`config.mk`:
```
export PLATFORM = sky130hd
export DESIGN_NAME = noc_vc_input_buffer
export DESIGN_NICKNAME = d
export VERILOG_FILES = /design/src/rtl/noc_vc_input_buffer.sv
export SDC_FILE = /design/constraint.sdc
export NUM_CORES = 1
export LEC_CHECK = 0
export BUFFER_PORTS_ARGS = -buffer_cell sky130_fd_sc_hd__buf_4
export CORE_ASPECT_RATIO = 0.8
export CORE_MARGIN = 2
export CORE_UTILIZATION = 56
export CTS_CLUSTER_DIAMETER = 150
export DETAILED_ROUTE_END_ITERATION = 16
export PLACE_DENSITY = 0.77
export SETUP_SLACK_MARGIN = 0.3
export SYNTH_ARGS = -nofsm -noshare
export SYNTH_HDL_FRONTEND = slang
export SYNTH_SLANG_ARGS = --single-unit
```
`constraint.sdc`:
```
create_clock -name clk -period 7.85 [get_ports clk]
set_clock_uncertainty 0.2 [all_clocks]
set_input_delay 0.785 -clock clk [delete_from_list [all_inputs] [get_ports clk]]
set_output_delay 0.785 -clock clk [all_outputs]
set_load 0.02 [all_outputs]
```
`src/rtl/noc_vc_input_buffer.sv`:
```
// Per-port virtual-channel input buffer: one circular FIFO per VC, head-of-queue presentation and credit return.
// Optional per-VC packet framing checks are enabled by defining NOC_VC_PROTOCOL_CHECK_EN.
module noc_vc_input_buffer #(
    parameter int  FLIT_WIDTH = 64,
    parameter int  VC_NUM     = 2,
    parameter int  FIFO_DEPTH = 4,
    localparam int VC_W       = (VC_NUM > 1) ? $clog2(VC_NUM) : 1,
    localparam int CNT_W      = $clog2(FIFO_DEPTH + 1)
) (
    input  logic                         clk,
    input  logic                         rst,
    input  logic                         in_valid,
    input  logic [VC_W-1:0]              in_vc,
    input  logic [FLIT_WIDTH-1:0]        in_flit,
    output logic [VC_NUM-1:0]            credit_out,
    output logic [VC_NUM-1:0]            out_valid,
    output logic [VC_NUM*FLIT_WIDTH-1:0] out_flit,
    output logic [VC_NUM-1:0]            out_head,
    output logic [VC_NUM-1:0]            out_tail,
    input  logic [VC_NUM-1:0]            out_pop,
    output logic [VC_NUM*CNT_W-1:0]      vc_count,
    output logic [VC_NUM-1:0]            proto_err
);

    localparam int PTR_W = $clog2(FIFO_DEPTH);
    localparam logic [CNT_W-1:0] FULL_CNT = CNT_W'(FIFO_DEPTH);
    localparam logic [PTR_W-1:0] LAST_PTR = PTR_W'(FIFO_DEPTH - 1);

    // Depth need not be a power of two, so wrap explicitly.
    function automatic logic [PTR_W-1:0] next_ptr(input logic [PTR_W-1:0] p);
        if (p == LAST_PTR) begin
            return {PTR_W{1'b0}};
        end else begin
            return p + PTR_W'(1);
        end
    endfunction

    logic [1:0] in_type_s;
    assign in_type_s = in_flit[FLIT_WIDTH-1 -: 2];

`ifdef NOC_VC_PROTOCOL_CHECK_EN
    typedef enum logic {IDLE = 1'b0, ACTIVE = 1'b1} pkt_state_e;
`endif

    for (genvar v = 0; v < VC_NUM; v++) begin : g_vc
        logic [FLIT_WIDTH-1:0] ram_r [FIFO_DEPTH];
        logic [PTR_W-1:0]      wr_ptr_r;
        logic [PTR_W-1:0]      rd_ptr_r;
        logic [CNT_W-1:0]      count_r;
        logic                  credit_r;
        logic                  sel_s;
        logic                  pop_s;
        logic                  fit_s;
        logic                  wr_s;

        assign sel_s = in_valid && (in_vc == VC_W'(v));
        assign pop_s = out_pop[v] && (count_r != {CNT_W{1'b0}});
        // A full FIFO still has room when its head leaves on the same edge.
        assign fit_s = (count_r != FULL_CNT) || pop_s;

`ifdef NOC_VC_PROTOCOL_CHECK_EN
        pkt_state_e state_r;
        logic       pend_r;
        logic       err_r;
        logic       frame_ok_s;
        logic       drop_s;

        // Head/single open a packet from IDLE; body/tail continue one in ACTIVE (type bit 0 set = opens a packet).
        always_comb begin
            frame_ok_s = 1'b0;
            case (state_r)
                IDLE:    frame_ok_s = in_type_s[0];
                ACTIVE:  frame_ok_s = ~in_type_s[0];
                default: frame_ok_s = 1'b0;
            endcase
        end

        assign wr_s   = sel_s && fit_s && frame_ok_s;
        assign drop_s = sel_s && !frame_ok_s;

        // Packet state, sticky error and credit return; a pending drop credit drains first.
        always_ff @(posedge clk) begin
            if (rst) begin
                state_r  <= IDLE;
                err_r    <= 1'b0;
                pend_r   <= 1'b0;
                credit_r <= 1'b0;
            end else begin
                if (wr_s && (in_type_s == 2'b01)) begin
                    state_r <= ACTIVE;
                end else if (wr_s && (in_type_s == 2'b10)) begin
                    state_r <= IDLE;
                end
                if (sel_s && (!frame_ok_s || !fit_s)) begin
                    err_r <= 1'b1;
                end
                credit_r <= pend_r | pop_s | drop_s;
                pend_r   <= (pend_r & (pop_s | drop_s)) | (pop_s & drop_s);
            end
        end

        assign proto_err[v] = err_r;
`else
        assign wr_s = sel_s && fit_s;

        // One credit per accepted pop.
        always_ff @(posedge clk) begin
            if (rst) begin
                credit_r <= 1'b0;
            end else begin
                credit_r <= pop_s;
            end
        end

        assign proto_err[v] = 1'b0;
`endif

        // Pointers and occupancy; reset discards everything buffered.
        always_ff @(posedge clk) begin
            if (rst) begin
                wr_ptr_r <= {PTR_W{1'b0}};
                rd_ptr_r <= {PTR_W{1'b0}};
                count_r  <= {CNT_W{1'b0}};
            end else begin
                if (wr_s) begin
                    wr_ptr_r <= next_ptr(wr_ptr_r);
                end
                if (pop_s) begin
                    rd_ptr_r <= next_ptr(rd_ptr_r);
                end
                count_r <= count_r + CNT_W'(wr_s) - CNT_W'(pop_s);
            end
        end

        // Flit storage is deliberately left unreset.
        always_ff @(posedge clk) begin
            if (wr_s) begin
                ram_r[wr_ptr_r] <= in_flit;
            end
        end

        assign out_valid[v]                          = (count_r != {CNT_W{1'b0}});
        assign out_flit[v*FLIT_WIDTH +: FLIT_WIDTH]  = ram_r[rd_ptr_r];
        assign out_head[v]                           = ram_r[rd_ptr_r][FLIT_WIDTH-2];
        assign out_tail[v]                           = ram_r[rd_ptr_r][FLIT_WIDTH-1];
        assign vc_count[v*CNT_W +: CNT_W]            = count_r;
        assign credit_out[v]                         = credit_r;
    end

endmodule
```
Word-level counts from Yosys, hierarchy flattened
Memory sizes are Yosys's and may differ from the RTL's. A register that Yosys moved wholly into a read port is not among the register bits.
Cells that the tools add are included.
{ "word_totals": {"register_bits": 16, "latchBits": 0, "ramBits": 512, "rom_bits": 0, "elab_cells": 47, "memories": 2} }
{ "op_classes": {"n_addsub": 8, "multipliers": 0, "n_div": 0, "n_lt_le_gt_ge": 0, "n_eq_ne": 6, "shifts": 0, "muxes": 12, "bitwise": 1, "n_reduce_logical": 10} }
{ "mem_list": {"columns": ["memory", "depth", "word_bits", "rd", "rd_clocked_by_memory_dff", "wr", "line", "source"], "rows": [
  ["g_vc[0].ram_r", 4, 64, 1, 1, 1, "46", "logic [FLIT_WIDTH-1:0] ram_r [FIFO_DEPTH];"],
  ["g_vc[1].ram_r", 4, 64, 1, 1, 1, "46", null]
]} }
{ "op_table": {"columns": ["op", "count"], "rows": [
  ["$mux W2", 8],
  ["$add A2 B1 Y2 const B", 4],
  ["$eq A2 B2 Y1 const B", 4],
  ["$add A3 B1 Y3", 2],
  ["$logic_and A1 B1 Y1", 6],
  ["$ne A3 B3 Y1 const B", 2],
  ["$reduce_bool A3 Y1", 2],
  ["$sub A3 B1 Y3", 2],
  ["$mux W1", 4],
  ["$logic_or A1 B1 Y1", 2],
  ["$not A1 Y1", 1]
]} }

Logic depth before layout (Yosys ltp)
Gate-level depths: netlist of run 1.
{ "logic_depth": {"depth_word": 6, "ltp_mapped": 10} }

Worst setup path after synthesis of run 1
No wires, ideal clock.
{ "synth_path": {"path_kind": "in2reg", "from": "in in_valid", "to": "mem g_vc[1].ram_r[3][0], enable pin", "setup_ps": 429, "arrival_time_ps": 2602, "path_slack_ps": 4619, "cell_stages": 2, "path_cell_list": "and2_0 -> and3_1"} }
{ "synth_between": {"elab_chain_cells": 4} }
{ "synth_rtl": {"columns": ["item", "line", "source"], "rows": [
  ["from (decl)", "12", "input logic in_valid,"],
  ["$logic_and A1 B1 Y1", "56", "assign sel_s = in_valid && (in_vc == VC_W'(v));"],
  ["$logic_and A1 B1 Y1", "104", "assign wr_s = sel_s && fit_s;"],
  ["$mux W1", "137", "if (wr_s) begin"],
  ["$mux W1 (not written as such)", "138", "ram_r[wr_ptr_r] <= in_flit;"],
  ["to (decl)", "46", null]
]} }
Every way passes these cells.

==> impl_results.md, run 1 <==
* Status: completed
* # nets final at between 1000 and 1500
* Critical path class: flop to output pin
* Final Hold Viols at 0
* Htree depth at 2
* Antenna violations before repair at 0
* Final setup fails at 0
* Worst r2r path cells at 9
* Starting Density at roughly 56%
* Tot Pwr at between 6000 and 7000 uW
* Post_cts resized at 0
* Drt wl/cell at around 25 microns
* CP most frequent cell: buf_4
* Vias in the first global route at approximately 9000
* Max VDD drop at 0.2167 mV
* Leakage at 0.007548 uW
* WP buf/inv at 2
* Avg Cell Area, Syn at ~25 sq um
* CTS tree: built
* DR vias/cell at around 5.8
* I/O pin cnt at roughly 210
* Cell Pwr Density at 303.6 nW/um^2
* Largest net degree at the start of global routing at 65
* Slowest-stage cell, CP: dfxtp_4
* Area Growth Syn to Fin at 17.93%
* Worst Path Required at between 6000 and 7000 ps
* Pre-CTS WS at 4377 ps
* Routability congestion estimate at 0.6948
* Fin crit period at 3967 ps
* Setup ws final at between 3000 and 4000 ps
* Max-cap violations at 0
* # clock sinks at 532
* Measured slew at the worst slew-check pin at between 1000 and 1500 ps
* Cell taking the most area after synthesis: edfxtp_1
* Headroom to the max-slew limit at about a quarter
* CP max stage delay at around 840 ps
* Finished Core Util at approximately two thirds
* CP max FO at 33
* Die ar. at approximately 36000 sq um
* FILL cells at around 2200
* FF-to-FF Start: g_vc[1].count_r[1]$_SDFF_PP0_
* Period utilization at 50.54%
* CP endpoint kind: output pin
* Synth warn at 0
* Routed Antenna Nets at 0
* FF-to-FF setup slack at 5100 ps
* Worst EP arrival at slightly below 3000 ps
* Antenna Cells at 0
* Critical path depth at 3
* Clk slew on worst S/H paths at approximately 70 ps
* Die Y at between 150 and 200 microns
* WL final at 37.76 mm
* Chip width at roughly 210 microns
* RSZ-0062 raised after global routing: no
* Reg-to-Reg End: g_vc[1].count_r[2]$_SDFF_PP0_
* Total negative slack at 0 ps
* #FFs+latches synth at ~530
* Fraction of layout cells with a size suffix above 1 at around two fifths
* Pre-antenna DRT Iters at 5
* Root buffer cell: clkbuf_16
* Top delay family on crit path: buffers and inverters
* CTS Hold Buffers Added at 0
* TritonCTS buffer count at 49
* Worst-Skew Late Latency at between 500 and 600 ps
* Sequential fraction of the synthesis area at ~81%
* Global-route wire length before repair at 56.24 mm
* CP endpoint: out_flit[48]
* Port bufs at roughly 210
* Worst Hold Class: input port to flop
* Total GRT Usage at 21.33%
* Crit-path cells: buf_4, mux4_2, buf_4
* DR vias at 8736
* Synth top area cells: edfxtp_1 (79%), mux4_2 (15%), dfxtp_1 (2.1%), ha_1 (0.90%), buf_4 (0.39%)
* DR iter-0 viols at 710
* Half-perimeter wire length after placement at roughly 20 mm
* CTS Buffer Depth at 3
* GR Overflow Total at 0
* Post-CTS setup buffer count at 0
* Final-report max-slew violation count at 0
* Syn Inst Count at 780
* DRC at 0
* Area fraction of the dominant cell type after synthesis at between 70% and 80%
* Synth unique cells at 30
* FMAX at 252.1 MHz
* Startpoint types: flop
* Core footprint at between 30000 and 40000 sq um
* Post-Syn Area at slightly below 20000 sq um
* # rows at 61
final cells by class:
type	instances	area [sq um]	share of cell area, %
sequential	532	15790	68.71
multi-input combinational	196	3497	15.22
timing repair buffer	214	1607	6.991
inverter	15	56.30	0.2450
clock inverter	19	125.1	0.5445
clock buffer	70	1315	5.722
tap	472	590.6	2.570
how the worst min path moves through the flow:
stage / to / from / cells after the start
2_1_floorplan: flop / g_vc[1].rd_ptr_r[0]$_SDFFE_PP0N_ / 2
3_3_place_gp: flop / g_vc[1].rd_ptr_r[0]$_SDFFE_PP0N_ / 2
3_5_place_dp: flop / g_vc[1].rd_ptr_r[0]$_SDFFE_PP0N_ / 2
4_1_cts: g_vc[1].ram_r[2][52]$_DFFE_PP_ / in_flit[52] / 1
5_1_grt: g_vc[1].ram_r[2][52]$_DFFE_PP_ / in_flit[52] / 1
6_report: g_vc[0].ram_r[0][39]$_DFFE_PP_ / in_flit[39] / 1
worst reg2reg max path: stages, from the launching register on:
cell,delay (ps)
dfxtp_1,360
o31ai_1,630
inv_1,130
ha_1,300
inv_1,40
ha_1,190
fa_1,410
xnor2_1,190
xnor2_1,140
nor2_1,50
synth_stat cells:
library cell and instances:
or3_1 3, xnor2_1 4, clkbuf_2 2, mux2i_1 2, conb_1 1, mux4_2 128
buf_4 10, dfxtp_1 20, nand3_1 2, and2_4 2, ha_1 14, inv_1 15
clkbuf_1 1, and3_2 4, nor2b_1 5, fa_1 2, nor2_1 6, buf_1 13
and2_0 1, nor3_1 2, nand4_1 2, buf_2 12, nand2_1 2, a21oi_1 2
edfxtp_1 512, o31ai_2 4, o31ai_1 2, or3_2 1, or4b_4 2, and3_1 4
cells in the final DEF (no fill, tap or decap), drive strengths merged, types with 5 or more instances in the layout:
cell type	count
edfxtp	512
buf	214
mux4	128
clkbuf	70
dfxtp	20
inv	17
clkinv	15
ha	14
and3	8
nor2	6
o31ai	6
nor2b	5
layer usage:
| metal | up-vias | GRT usage, % | share of wire, % |
|---|---|---|---|
| li1 | 3749 | - | - |
| met1 | 4626 | 30.54 | 42 |
| met2 | 313 | 33.90 | 49 |
| met3 | 48 | 5.103 | 8.1 |
| met4 | 0 | 5.138 | 1.5 |
| met5 | - | 0 | 0 |
power by group:
group	switching [uW]	internal [uW]
registers	144	3240
logic	735	690
clock network	973	1200
total	1850	5130
sequential cells by signal, indices dropped and copies added (netlist names), named ones only:
signal / count
g_vc.rd_ptr_r: 4
g_vc.count_r: 6
g_vc.ram_r: 512
g_vc.wr_ptr_r: 4
g_vc.credit_r: 2
stage by stage:
step,area [sq um],hold slack (ps),cells
detailed placement,21540,281.9,1429
finish,22980,251.4,1518
global route,22980,236.7,1518
global placement,21540,283.2,1429
floorplan,19490,263.4,781
CTS,22980,228.8,1518
logic make-up (layout without fill, tap and decap cells):
group,Yosys count,count (layout),synth area share [%]
fa+ha+maj,16,16,1.104
other cells,1,2,0.01924
compound gates,8,8,0.3852
flops,532,532,80.95
buf+inv,53,318,1.303
simple gates,36,36,1.162
xor+xnor,4,4,0.1798
mux,130,130,14.90
Power figures use the tool's default switching activity.
==> run 2, diff against run 1 <==
- clock period: 7.85 -> 3.99 ns (I/O delays scaled with it)
==> run 2 against run 1 <==
Effect of this change:
- register-to-register slack worse by 3700 ps
- critical endpoint is now out_flit[92]
- first-iteration DRC count is 5.2% higher
- die area stayed put
- sequential share of layout area is 2.8 points lower
- global-route usage up 0.58 points
- total power grew 100%
- sequential power up 96%
==> impl_results.md, run 2 (same netlist as run 1, synthesis figures left out) <==
* Status: completed
* Root buffer cell: clkbuf_16
* Worst Hold Class: input port to flop
* Headroom to the max-slew limit at 30.52% (+5.4 points)
* Cell Pwr Density at 586.0 nW/um^2 (+93%)
* Total GRT Usage at 21.91% (+0.58 points)
* Die ar. at 36320 sq um (unchanged)
* CP max FO at 22 (-33%)
* Final-report max-slew violation count at 0 (unchanged)
* WL final at 38.97 mm (+3.2%)
* Crit-path cells: buf_4, mux4_2, buf_4
* Slowest-stage cell, CP: dfxtp_4
* Worst hold start: in_vc
* Critical path class: flop to output pin
* CP max stage delay at 670 ps (-170 ps)
* Htree depth at 2 (unchanged)
* Vias in the first global route at 9352 (+1.3%)
* Measured slew at the worst slew-check pin at 1042 ps (-81.53 ps)
* # rows at 61 (unchanged)
* GR Overflow Total at 0 (unchanged)
* Period utilization at approximately 76%
* RSZ-0062 raised after global routing: no
* WP buf/inv at 2 (unchanged)
* Top delay family on crit path: flip-flops
* # nets final at 1177 (+7.6%)
* Port bufs at 211 (unchanged)
* Core footprint at 34500 sq um (unchanged)
* Fin crit period at slightly above 3000 ps
* CP endpoint kind: output pin
* DR iter-0 viols at 747 (+5.2%)
* I/O pin cnt at 214 (unchanged)
* Die Y at 170.9 microns (unchanged)
* FMAX at 329.1 MHz
* Routed Antenna Nets at 0 (unchanged)
* Largest net degree at the start of global routing at 65 (unchanged)
* CTS Hold Buffers Added at 67 (+67)
* Number of flip-flops in the largest register at 512 (unchanged)
* Max-cap violations at 0 (unchanged)
* Routability congestion estimate at 0.7083 (+1.9%)
* Pre-antenna DRT Iters at 4 (-1)
* Drt wl/cell at 24.26 microns (-2.5%)
* Most frequent cells in the layout: edfxtp_1 (512), buf_4 (223), mux4_2 (128)
* Starting Density at 56.49% (unchanged)
* Startpoint types: flop
* CTS Buffer Depth at 3 (unchanged)
* DR vias at 9071 (+3.8%)
* Top reg by flops: g_vc.ram_r
* FF-to-FF Start: g_vc[1].count_r[1]$_SDFF_PP0_
* Worst-Skew Late Latency at 560 ps (about the same)
* Chip width at 212.6 microns (unchanged)
* # clock sinks at 532 (unchanged)
* CTS tree: built
* Post_cts resized at 0 (unchanged)
* Final setup fails at 0 (unchanged)
* DRC at 0 (unchanged)
* Fraction of layout cells with a size suffix above 1 at 39.63% (-1.0 points)
* Post-CTS setup buffer count at 0 (unchanged)
* Max VDD drop at 0.4637 mV (+110%)
* Area Growth Syn to Fin at 22.95%
* DR vias/cell at 5.648 (-1.9%)
* Global-route wire length before repair at 57.48 mm (+2.2%)
* Commonest non-fill, non-tap cell in the layout: edfxtp_1
* Clk slew on worst S/H paths at 60 ps (about the same)
* Total negative slack at 0 ps (unchanged)
* Hold_ws at 33.38 ps (-218.0 ps)
* Half-perimeter wire length after placement at 22.05 mm (+11%)
* Antenna violations before repair at 1 (+1)
* Worst EP arrival at 2440 ps (-540 ps)
* Final Hold Viols at 0 (unchanged)
* Worst Path Required at 3390 ps (-3470 ps)
* CP most frequent cell: buf_4
* Leakage at 0.008001 uW (+6.0%)
* Top flop regs: g_vc.ram_r x512, g_vc.count_r x6
* TritonCTS buffer count at 50 (+2.0%)
run 2: cell types whose count changed in the layout (fill, tap and decap cells not counted), sizes merged:
cell	change
dlygate4sd3	+67
inv	-1
clkbuf	-6
buf	+15
diode	+1
bufinv	+1
clkinv	+11
run 2: final timing paths:
path,to,slack [ps],depth (start not counted)
worst max-delay path,out_flit[92],950,3
worst min-delay path,g_vc[0].wr_ptr_r[0]$_SDFFE_PP0P_,30,4
worst max register to register,g_vc[1].count_r[2]$_SDFF_PP0_,1350,10
worst min register to register,flop,290,2
run 2: layout make-up:
class,count,area [sq um]
clock buffer,64,1368
fill,2055,10540
inverter,15,56.30
multi-input combinational,196,3497
clock inverter,30,191.4
timing repair buffer,296,2465
tap,472,590.6
antenna,1,2.502
sequential,532,15790
run 2: power by group:
group,internal (uW),switching [uW]
logic,1440,1490
registers,6360,256
clock network,2550,1950
run 2: worst register-to-register path, delay by kind of cell (launching register included):
kind | cells | cell delay (ps)
AND/OR/NAND/NOR | 3 | 870
adder cells (fa/ha/maj) | 3 | 700
flip-flops | 1 | 360
XOR/XNOR | 2 | 310
buffers and inverters | 2 | 90
run 2: per-layer routing:
metal  vias up  track usage (%)  routed length, microns
met3        60            5.213                    2740
li1       3918                -                       -
met2       304            34.71                   19040
met5         -                0                       0
met4         0            5.868                     696
met1      4789            31.24                   16490
run 2: through the flow:
step / power (uW) / instance area [sq um] / util [%] / std cells / setup WS (ps)
after floorplan: 8454 / 19490 / - / 781 / 1079
after global placement: 9604 / 21730 / 62.98 / 1444 / 1255
after detailed placement: 9635 / 21730 / 62.98 / 1444 / 1247
after CTS: 14180 / 23960 / 69.45 / 1605 / 853.8
after global routing: 14560 / 23960 / 69.45 / 1606 / 801.0
final: 14040 / 23960 / 69.45 / 1606 / 951.8
==> run 3, diff against run 2 <==
- CORE_UTILIZATION: 56 -> 52
- PLACE_DENSITY: 0.77 -> 0.75
- clock period: 3.99 -> 2.44 ns (I/O delays scaled with it)
==> run 3 against run 2 <==
Effect of this change:
- the flow now finishes with violations (negative hold slack, negative setup slack)
- wire length increased by 7.6%
- design area grew 5.6%
- worst setup slack got worse by 980 ps
- register-to-register slack got worse by 1400 ps
- worst hold slack got worse by 37 ps
- largest cell class unchanged
==> impl_results.md, run 3 (same netlist as run 1, synthesis figures left out) <==
* Status: finished, violations left
* Failing checks: negative hold slack, negative setup slack
* Worst-Skew Late Latency at 560 ps (about the same)
* Global-route wire length before repair at 61.33 mm (+6.7%)
* Starting Density at 52.71% (-3.8 points)
* Final setup fails at 24 (+24)
* Top delay family on crit path: multiplexers
* FMAX at roughly 400 MHz
* Fin crit period at between 2000 and 2500 ps
* Htree depth at 2 (unchanged)
* DR vias/cell at 5.691 (+0.75%)
* Drt wl/cell at 25.23 microns (+4.0%)
* RSZ-0062 raised after global routing: yes
* Setup ws final at -32.13 ps (-983.9 ps)
* Die Y at 177.2 microns (+3.7%)
* I/O pin cnt at 214 (unchanged)
* Leakage at 0.008480 uW (+6.0%)
* Most frequent cells in the layout: edfxtp_1 (512), buf_6 (135), mux4_2 (128)
* Worst Path Required at 2000 ps (-1390 ps)
* WP buf/inv at 3 (+1)
* Global Route met1 Usage at 32.78% (+1.5 points)
* Worst EP arrival at 2030 ps (-410 ps)
* WL final at 41.94 mm (+7.6%)
* Number of flip-flops in the largest register at 512 (unchanged)
* Met2 GRT Util at 33.99% (-0.73 points)
* DRC at 0 (unchanged)
* # clock sinks at 532 (unchanged)
* Routability congestion estimate at 0.6837 (-3.5%)
* Die ar. at 39050 sq um (+7.5%)
* Worst r2r path cells at 10 (unchanged)
* Chip width at 220.4 microns (+3.7%)
* Vias in the first global route at 9714 (+3.9%)
* CP endpoint kind: output pin
* Clk slew on worst S/H paths at 60 ps (about the same)
* Pre-antenna DRT Iters at 5 (+1)
* Max VDD drop at 0.6669 mV (+44%)
* Hold depth at 5 (+1)
* Core footprint at 36970 sq um (+7.2%)
* Total negative slack at -374.1 ps (-374.1 ps)
* Top reg by flops: g_vc.ram_r
* Routed Antenna Nets at 0 (unchanged)
* # nets final at 1220 (+3.7%)
* Total GRT Usage at 21.72% (-0.19 points)
* M3 GR Usage at 3.625% (-1.6 points)
* Cell Pwr Density at 962.1 nW/um^2 (+64%)
* Final-report max-slew violation count at 0 (unchanged)
* Critical path class: flop to output pin
* DR vias at 9458 (+4.3%)
* Non-filler instance count after layout at 1662 (+3.5%)
* Crit-path cells: buf_4, buf_16, mux4_2, buf_6
* Half-perimeter wire length after placement at 22.72 mm (+3.0%)
* Largest net degree at the start of global routing at 65 (unchanged)
* Most Crowded Layer GR: met2
* DP Cell Count at 1473 (+2.0%)
* CTS tree: built
* Max-cap violations at 0 (unchanged)
* Period utilization at 101.3%
* # rows at 63 (+3.3%)
* Fraction of layout cells with a size suffix above 1 at 43.19% (+3.6 points)
* Top flop regs: g_vc.ram_r x512, g_vc.count_r x6
* Port bufs at 211 (unchanged)
* Hold_ws at -3.179 ps (-36.56 ps)
* Area Growth Syn to Fin at 29.89%
* Startpoint types: flop
* CP max FO at 13 (-41%)
* Worst Hold Class: input port to flop
* TritonCTS buffer count at 50 (unchanged)
* FILL cells at 2286 (+11%)
* Commonest non-fill, non-tap cell in the layout: edfxtp_1
* Final Hold Viols at 1 (+1)
* CP max stage delay at 580 ps (-90 ps)
* DR iter-0 viols at 736 (-1.5%)
* Root buffer cell: clkbuf_16
* Antenna violations before repair at 2 (+1)
* GR Overflow Total at 0 (unchanged)
* Slowest-stage cell, CP: mux4_2
* CTS Buffer Depth at 3 (unchanged)
* Critical path depth at 4 (+1)
[run 3: changes by cell type in the layout (fill, tap and decap cells not counted), sizes merged]
cell,change
inv,-1
buf,+40
clkbuf,+3
clkinv,-2
clkinvlp,+2
bufinv,-2
dlygate4sd3,+1
[run 3: power by group]
part	internal (uW)	switching (uW)	total, uW
Combinational	3440	3170	6610
Clock	3950	3190	7150
Sequential	10400	166	10600
Total	17800	6530	24400
[run 3: tightest hold or removal path, cell delays in order]
cell     delay [ps]
buf_4            90
or4b_4          120
buf_4           130
nand3_1          90
o31ai_2          60
[run 3: what timing repair did]
item                                    4_1_cts  5_1_grt
hold buffers                                 68        2
gates cloned                                  8        2
gates resized for setup                     149       16
endpoints found under the hold margin       532        2
endpoints found under the setup margin      136      137
buffers inserted                             16        2
pin swaps                                     5        2
[run 3: worst paths after layout]
check                                   startpoint                                to  slack [ps]
hold reg to reg   g_vc[1].rd_ptr_r[0]$_SDFFE_PP0N_                              flop         340
setup reg to reg     g_vc[1].count_r[0]$_SDFF_PP0_     g_vc[1].count_r[2]$_SDFF_PP0_           0
hold / removal                          out_pop[1]  g_vc[1].wr_ptr_r[0]$_SDFFE_PP0P_          -3
setup / recovery                              flop                      out_flit[95]         -30
[run 3: area by class of cell]
class,instances,area (sq um),area share [%]
Antenna cell,1,2.502,0.009886
Tap cell,487,609.3,2.407
Timing Repair Buffer,339,3760,14.85
Clock buffer,65,1371,5.417
Multi-Input combinational cell,196,3573,14.12
Sequential cell,532,15810,62.46
Inverter,15,58.81,0.2323
Clock inverter,27,127.6,0.5042
[run 3: metrics by stage]
step / power (uW) / setup WS, ps / utilization, % / cell area, sq um
after floorplan: 13900 / 16.69 / - / 19550
after global placement: 15940 / 5.918 / 59.67 / 22060
after detailed placement: 16020 / -34.53 / 59.67 / 22060
after CTS: 24370 / -68.06 / 68.12 / 25180
after global routing: 25180 / -94.16 / 68.47 / 25310
final: 24350 / -32.13 / 68.47 / 25310
[run 3: per-layer routing]
metal | share of wire, % | vias to the layer above
met1 | 44 | 5052
met5 | 0.031 | -
met2 | 49 | 329
met3 | 5.8 | 58
li1 | - | 4017
met4 | 1.4 | 2
